### src/rtl/guitar_fx_pkg.sv
// Shared configuration and derived constants for the guitar effects pipeline.
package guitar_fx_pkg;

    localparam int unsigned BITS_PER_LEVEL     = 12;
    localparam int unsigned BITS_PER_GAIN_FRAC = 4;
    localparam int unsigned FXP_SIZE           = 16;
    localparam int unsigned GAIN_W             = 11;

    function automatic int unsigned level_shift_of(int unsigned fxp, int unsigned bpl);
        return fxp - 1 - bpl;
    endfunction

    function automatic int knee_of(int unsigned bpl);
        return 2 ** (bpl - 1);
    endfunction

    function automatic int sat_max_of(int unsigned fxp);
        return (2 ** (fxp - 1)) - 1;
    endfunction

    function automatic int sat_min_of(int unsigned fxp);
        return -(2 ** (fxp - 1));
    endfunction

    localparam int unsigned LEVEL_SHIFT = level_shift_of(FXP_SIZE, BITS_PER_LEVEL);
    localparam int          KNEE        = knee_of(BITS_PER_LEVEL);
    localparam int          SAT_MAX     = sat_max_of(FXP_SIZE);
    localparam int          SAT_MIN     = sat_min_of(FXP_SIZE);

    typedef logic signed [FXP_SIZE-1:0] sample_t;

endpackage

### src/rtl/guitar_effects_pipeline_soft_clip.sv
// Soft-knee transfer curve: unity inside +/-Knee, slope 1/4 beyond it.
module soft_clip
    import guitar_fx_pkg::*;
#(
    parameter int unsigned Width = BITS_PER_LEVEL + 1,
    parameter int          Knee  = KNEE
) (
    input  logic signed [Width-1:0] i_level,
    output logic signed [Width-1:0] o_level
);

    localparam int unsigned ExtW = Width + 1;
    localparam logic signed [ExtW-1:0] KneeP = ExtW'(Knee);

    logic signed [ExtW-1:0] w_ext;
    logic signed [ExtW-1:0] w_hi;
    logic signed [ExtW-1:0] w_lo;

    always_comb begin
        w_ext = {i_level[Width-1], i_level};
        // One extra bit keeps v-K / v+K exact before the floor shift.
        w_hi  = KneeP + ((w_ext - KneeP) >>> 2);
        w_lo  = -KneeP + ((w_ext + KneeP) >>> 2);
        if (w_ext > KneeP) begin
            o_level = Width'(w_hi);
        end else if (w_ext < -KneeP) begin
            o_level = Width'(w_lo);
        end else begin
            o_level = i_level;
        end
    end

endmodule

### src/rtl/guitar_effects_pipeline.sv
// Three-stage gain / saturate / soft-knee overdrive datapath, one sample per cycle.
module guitar_effects_pipeline
    import guitar_fx_pkg::*;
#(
    parameter int unsigned BitsPerLevel    = BITS_PER_LEVEL,
    parameter int unsigned BitsPerGainFrac = BITS_PER_GAIN_FRAC,
    parameter int unsigned FxpSize         = FXP_SIZE
) (
    input  logic                      clk,
    input  logic                      rst,
    input  logic [GAIN_W-1:0]         i_par_gain,
    input  logic                      i_valid,
    input  logic signed [FxpSize-1:0] i_sample,
    output logic                      o_valid,
    output logic signed [FxpSize-1:0] o_sample
);

    localparam int unsigned ProdW      = FxpSize + 12;
    localparam int unsigned LevelW     = BitsPerLevel + 1;
    localparam int unsigned LevelShift = level_shift_of(FxpSize, BitsPerLevel);
    localparam logic signed [ProdW-1:0] SatMaxP = ProdW'(sat_max_of(FxpSize));
    localparam logic signed [ProdW-1:0] SatMinP = ProdW'(sat_min_of(FxpSize));

    logic                      r_valid1;
    logic                      r_valid2;
    logic                      r_valid3;
    logic signed [ProdW-1:0]   r_prod;
    logic signed [LevelW-1:0]  r_level;
    logic signed [FxpSize-1:0] r_out;

    logic signed [ProdW-1:0]   w_prod;
    logic signed [ProdW-1:0]   w_shift;
    logic signed [FxpSize-1:0] w_sat;
    logic signed [FxpSize-1:0] w_sat_shift;
    logic signed [LevelW-1:0]  w_level;
    logic signed [LevelW-1:0]  w_clip;
    logic signed [FxpSize-1:0] w_out;

    // Gain is zero-extended so the multiply stays signed without a sign flip.
    assign w_prod = ProdW'(i_sample) * ProdW'($signed({1'b0, i_par_gain}));

    always_comb begin
        w_shift = r_prod >>> BitsPerGainFrac;
        if (w_shift > SatMaxP) begin
            w_sat = FxpSize'(SatMaxP);
        end else if (w_shift < SatMinP) begin
            w_sat = FxpSize'(SatMinP);
        end else begin
            w_sat = FxpSize'(w_shift);
        end
        w_sat_shift = w_sat >>> LevelShift;
        w_level     = LevelW'(w_sat_shift);
    end

    soft_clip #(
        .Width (LevelW),
        .Knee  (knee_of(BitsPerLevel))
    ) u_soft_clip (
        .i_level (r_level),
        .o_level (w_clip)
    );

    assign w_out = FxpSize'(w_clip) <<< LevelShift;

    always_ff @(posedge clk) begin
        if (rst) begin
            r_valid1 <= 1'b0;
            r_valid2 <= 1'b0;
            r_valid3 <= 1'b0;
            r_prod   <= '0;
            r_level  <= '0;
            r_out    <= '0;
        end else begin
            r_valid1 <= i_valid;
            r_valid2 <= r_valid1;
            r_valid3 <= r_valid2;
            if (i_valid) begin
                r_prod <= w_prod;
            end
            if (r_valid1) begin
                r_level <= w_level;
            end
            if (r_valid2) begin
                r_out <= w_out;
            end
        end
    end

    assign o_valid  = r_valid3;
    assign o_sample = r_out;

endmodule

### config.mk
export PLATFORM = sky130hd
export DESIGN_NAME = guitar_effects_pipeline
export DESIGN_NICKNAME = d
export VERILOG_FILES = /design/src/rtl/guitar_fx_pkg.sv /design/src/rtl/guitar_effects_pipeline_soft_clip.sv /design/src/rtl/guitar_effects_pipeline.sv
export SDC_FILE = /design/constraint.sdc
export NUM_CORES = 1
export LEC_CHECK = 0
export ABC_CLOCK_PERIOD_IN_PS = 5650
export CORE_UTILIZATION = 40
export CTS_CLUSTER_SIZE = 25
export DETAILED_ROUTE_END_ITERATION = 10
export PLACE_DENSITY = 0.7
export SLEW_MARGIN = 15
export SYNTH_ARGS = -nofsm -noshare
export SYNTH_HDL_FRONTEND = slang
export SYNTH_SLANG_ARGS = --single-unit
export TNS_END_PERCENT = 10
### constraint.sdc
create_clock -name clk -period 5.65 [get_ports clk]
set_input_delay 0.565 -clock clk [delete_from_list [all_inputs] [get_ports clk]]
set_output_delay 0.565 -clock clk [all_outputs]
set_load 0.01 [all_outputs]
# Yosys cells after proc, flatten, opt, wreduce, memory -nomap -nowiden
# Index checks and enable logic that the tools add are counted.
# op_classes
n_lt_le_gt_ge	4
multipliers	1
addsub	4
muxes	4
# ops
op	n
16-bit 2-to-1 mux	2
16-bit by 12-bit multiplier with 28-bit output	1
13-bit 2-to-1 mux	2
24-bit by 16-bit > comparator with 1-bit output (second input constant)	1
24-bit by 16-bit < comparator with 1-bit output (second input constant)	1
13-bit by 13-bit adder with 14-bit output (second input constant)	1
13-bit by 13-bit subtractor with 14-bit output (second input constant)	1
12-bit by 12-bit adder with 13-bit output (first input constant)	1
13-bit by 12-bit adder with 13-bit output (first input constant)	1
13-bit > comparator (second input constant)	1
13-bit by 12-bit < comparator with 1-bit output (second input constant)	1
# word_totals
register_bits	57

# Longest topological paths before layout
# depth
depth_word	4
mapped_depth	21
ltp_nobuf	19

# By module
# From an unflattened synthesis, not the netlist that was laid out.
# unflattened
hier_cells	995
area_unflattened_um2	8640.8
# modules_own_cells
module	area_per_inst_um2	seq_area_each_um2	cells_per_inst	n_inst
guitar_effects_pipeline	8358.0	1001.0	964	1
soft_clip	282.8	0.0	31	1

# Worst setup path after synthesis
# OpenSTA, ideal clock, no wires.
# synth_timing
path_kind	input to register
start	in i_sample[15]
end	reg r_prod[26]
setup_slack_ns	0.188
n_path_buf	2
cell_stages	19
t_arrival_ns	5.334
path_cell_list	clkbuf_1 -> and2_1 -> fa_1 -> inv_1 -> fa_1 -> inv_1 -> fa_1 -> inv_1 -> fa_1 -> inv_1 -> ha_1 -> clkbuf_1 -> a21oi_1 -> o221ai_1 -> a221oi_1 -> o31ai_4 -> a21oi_1 -> xor2_1 -> o21ai_1
# synth_via
elab_chain_len	1
# synth_rtl
element	line_no	source
start: declaration	guitar_effects_pipeline.sv:13	input logic signed [FxpSize-1:0] i_sample,
16-bit by 12-bit multiplier with 28-bit output	guitar_effects_pipeline.sv:40	assign w_prod = ProdW'(i_sample) * ProdW'($signed({1'b0, i_par_gain}));
end signal: assignment	guitar_effects_pipeline.sv:78	r_prod <= w_prod;
end: declaration	guitar_effects_pipeline.sv:27	logic signed [ProdW-1:0] r_prod;
# Every way passes these cells.
# A chain may end at the register's enable or synchronous reset.

# Final worst setup path
# layout_timing
start	in i_sample[11]
end	reg r_prod[24]
# The elaborated chain is that of the path after synthesis.

==> impl_metrics.py <==
metrics = {
    "outcome": {
        "status": "finished clean",
    },
    "timing": {
        "finalSetupViolations": 0,
        "fin_crit_sh": 0.970,
        "relSlewSlack": 0.340,
        "tightest_slew_ns": 0.991,
        "fin_hold_ws_ns": 0.467,
        "setup_tns_ns": 0,
        "hold_viol_final": 0,
        "skew_ns": 0.00829,
        "rsz0062_at_grt": "no",
        "period_needed_ns": 5.48,
        "fmax_ghz": 0.182,
        "drv_slew": 0,
        "timing.final.ws_setup_ns": 0.170,
    },
    "worst_setup_path": {
        "ff2ff_setup_slack_ns": 3.36,
        "r2r-start": "r_level[12]",
        "arrival_ns": 5.71,
        "cp-end-kind": "flip-flop",
        "cp.required_ns": 5.88,
        "critical_path_class": "in2reg",
        "regToRegEndpoint": "o_sample[12]",
        "crit_path_start_kind": "primary input",
        "crit_fanout": 9,
        "reg2regPathDepth": 9,
    },
    "run": {
        "cap_violations": 0,
    },
    "route": {
        "wire_per_inst_um": 13.3,
        "drt_pre_antenna_iters": 4,
        "finalWirelength_mm": 18.9,
        "drt_iter0_drc": 285,
        "ant_nets": 0,
        "vias_per_cell": 4.89,
        "drcViolationCount": 0,
        "vias": 6962,
    },
    "hold_path": {
        "hold_depth": 2,
        "holdPathEnd": "r_prod[25]",
        "min_path_type": "reg2reg",
        "worstHoldStart": "r_prod[25]",
    },
    "finish": {
        "syn_to_final_growth_pct": 21.9,
        "final_nets": 1401,
        "utilization": 0.501,
        "num_antenna_cells": 0,
        "drive_gt1_frac": 0.145,
        "final_cell_area_um2": 10600,
        "instances_no_fill": 1425,
        "fillers": 1964,
    },
    "clock_network": {
        "clockBufferDepth": 2,
        "cts_tree": "built",
        "insertion_delay_ns": 0.29,
        "holdBufCountCts": 0,
        "root_buffer": "clkbuf_16",
        "cts_num_sinks": 50,
        "cts_buffers": 5,
        "cts_htree_levels": 2,
        "cts.reportedPaths.clkPinSlew_ns": 0.07,
    },
    "floorplanning": {
        "rows": 53,
        "num_io_pins": 47,
        "start_util": 0.411,
        "core_um2": 21200,
        "die_area_um2": 22300,
        "die_h_um": 149,
        "dieWidth_um": 149,
    },
    "power": {
        "swShare": 0.470,
        "p_total_mw": 7.00,
        "p_int_mw": 3.71,
        "pwr-share-comb": 0.880,
        "seqPwrFrac": 0.071,
        "powerDensity_nw_per_um2": 660,
        "clkPwrFrac": 0.049,
        "vdd_drop_max_mv": 0.532,
        "p_switching_mw": 3.29,
        "power.leakage_nw": 5.31,
    },
    "placed_design": {
        "dp.cells": 1410,
        "placed_cell_area_um2": 10200,
        "dp_slack_ns": -0.351,
        "io_buffers": 43,
        "gp_congestion": 0.819,
        "hpwl_mm": 15.5,
    },
    "logic_synthesis": {
        "syn_area_per_cell_um2": 8.44,
        "ys_seq_elements": 50,
        "yosys_most_used_dff": "dfxtp_1",
        "synthArstFlopShare": 0,
        "syn_area_um2": 8700,
        "ys_warn_count": 0,
        "synth_edf_count": 0,
        "ys_seq_area_frac": 0.115,
        "synthCells": 1031,
        "ys_types": 63,
    },
    "global_route": {
        "first_global_vias": 7514,
        "grt_max_degree": 57,
        "grt_pass1_wl_mm": 33.7,
        "track_usage": 0.183,
        "antenna_found_initial": 0,
        "overflow": 0,
    },
}
area by class of cell:
| class | instances | area [um2] | area share |
|---|---|---|---|
| multi-input combinational | 689 | 6750 | 0.637 |
| timing repair buffer | 161 | 1430 | 0.135 |
| sequential | 50 | 1000 | 0.0944 |
| inverter | 242 | 908 | 0.0856 |
| tap | 275 | 344 | 0.0324 |
| clock buffer | 5 | 125 | 0.0118 |
| clock inverter | 3 | 47.5 | 0.00448 |
worst max-delay path, stage by stage:
cell             delay, ns
clkdlybuf4s50_1       0.47
buf_6                 0.14
nand2_1               0.07
fa_1                  0.47
inv_1                 0.05
fa_1                  0.48
fa_1                  0.53
fa_1                  0.54
inv_1                 0.05
fa_1                  0.52
inv_1                 0.07
ha_4                  0.28
buf_4                 0.15
nand2_1               0.11
nor2_4                0.11
nand2_1               0.09
o31ai_4               0.34
a21oi_2               0.10
or4b_1                0.47
nand3_1               0.08
layer usage:
layer | GRT usage | part of all wire | vias to the layer above
li1 | - | - | 3368
met1 | 0.228 | 0.43 | 3508
met2 | 0.353 | 0.54 | 80
met3 | 0.0128 | 0.024 | 6
met4 | 0.0163 | 0.0034 | 0
met5 | 0 | 0 | -
power by group through the flow:
stage               sequential, mW  clock (mW)  combinational (mW)
finish                       0.495       0.345                6.16
global route                 0.504       0.369                6.95
CTS                          0.494       0.350                5.74
detailed placement           0.501           0                5.65
global placement             0.499           0                5.53
floorplan                    0.484           0                3.72
synthesized netlist by cell type (2+ instances only):
cell | number | area (um2)
nor4b_1 | 2 | 17.5
dfxtp_1 | 50 | 1000
buf_1 | 3 | 11.3
a211o_1 | 2 | 17.5
buf_4 | 3 | 22.5
o32ai_1 | 2 | 17.5
o22ai_1 | 4 | 25.0
a21o_1 | 5 | 37.5
o21ai_0 | 33 | 165
clkbuf_1 | 43 | 161
a311oi_1 | 11 | 96.3
buf_2 | 2 | 10.0
fa_1 | 161 | 3220
nand4b_1 | 2 | 17.5
o21a_1 | 5 | 37.5
nor2b_1 | 3 | 18.8
nand3_1 | 6 | 30.0
xnor2_1 | 13 | 114
nor2_1 | 38 | 143
o21ai_1 | 4 | 20.0
nor4_1 | 6 | 37.5
a31oi_1 | 4 | 25.0
nand2_1 | 155 | 582
nor3b_1 | 2 | 15.0
or3_1 | 3 | 18.8
inv_1 | 242 | 908
xor2_1 | 4 | 35.0
nor3_1 | 10 | 50.1
a21oi_1 | 36 | 180
mux2i_1 | 9 | 90.1
nand2b_1 | 14 | 87.6
and3_1 | 2 | 12.5
and2_1 | 56 | 350
ha_1 | 61 | 763
a211oi_1 | 3 | 22.5
a21oi_2 | 2 | 17.5
nand4_1 | 4 | 25.0
worst max path at each step:
stage	from	endpoint	slack (ns)	cells past startpoint
global route	i_sample[8]	r_prod[27]	0.01	19
floorplan	i_sample[15]	r_prod[26]	0.19	19
CTS	i_par_gain[8]	r_prod[23]	0.001	19
detailed placement	i_par_gain[8]	r_prod[27]	-0.35	20
global placement	i_sample[7]	r_prod[23]	-0.29	18
finish	i_sample[11]	r_prod[24]	0.17	20
cell usage in the layout, fill, tap and decap left out, types with 3 or more instances in the layout:
| cell type | count |
|---|---|
| o21ai_1 | 4 |
| o21ai_0 | 33 |
| a311oi_1 | 11 |
| dlygate4sd2_1 | 5 |
| a21o_1 | 5 |
| a21oi_2 | 11 |
| o22ai_1 | 4 |
| or3_1 | 3 |
| fa_2 | 3 |
| nor3_1 | 9 |
| nand2b_1 | 14 |
| nand3_1 | 6 |
| clkdlybuf4s50_1 | 22 |
| dfxtp_1 | 50 |
| nand2_1 | 153 |
| xnor2_1 | 13 |
| and2_1 | 55 |
| a31oi_1 | 4 |
| nand4_1 | 4 |
| buf_12 | 5 |
| buf_4 | 109 |
| ha_4 | 5 |
| a21oi_1 | 27 |
| conb_1 | 3 |
| inv_1 | 241 |
| nor2_1 | 37 |
| clkbuf_16 | 6 |
| o21a_1 | 5 |
| ha_1 | 54 |
| dlymetal6s2s_1 | 14 |
| fa_1 | 158 |
| nor4_1 | 6 |
| a211oi_1 | 3 |
| nor2b_1 | 3 |
| xor2_1 | 4 |
| mux2i_1 | 9 |
cell families (layout without fill, tap and decap cells):
family                   Yosys count  count (layout)  share of synthesized area
AND/OR/NAND/NOR                  309             309                      0.169
multiplexers                       9               9                     0.0104
XOR/XNOR                          17              17                     0.0171
flip-flops                        50              50                      0.115
adder cells (fa/ha/maj)          222             222                      0.458
AO/OA/AOI/OAI                    129             129                      0.102
buffers and inverters            294             411                      0.129
other                              1               3                   0.000431
repair_timing:
item / 4_1_cts / 5_1_grt
setup buffers: 1 / 4
resized for setup: 12 / 45
gates cloned: 0 / 2
endpoints found under the setup margin: 4 / 12
pin swaps: 2 / 21
flip-flops by register name, indices dropped and copies added, names as in the netlist:
name,flops
o_sample,13
r_valid1,1
r_prod,21
r_level,13
o_valid,1
r_valid2,1
No activity file was read; power rests on OpenSTA's default activity.
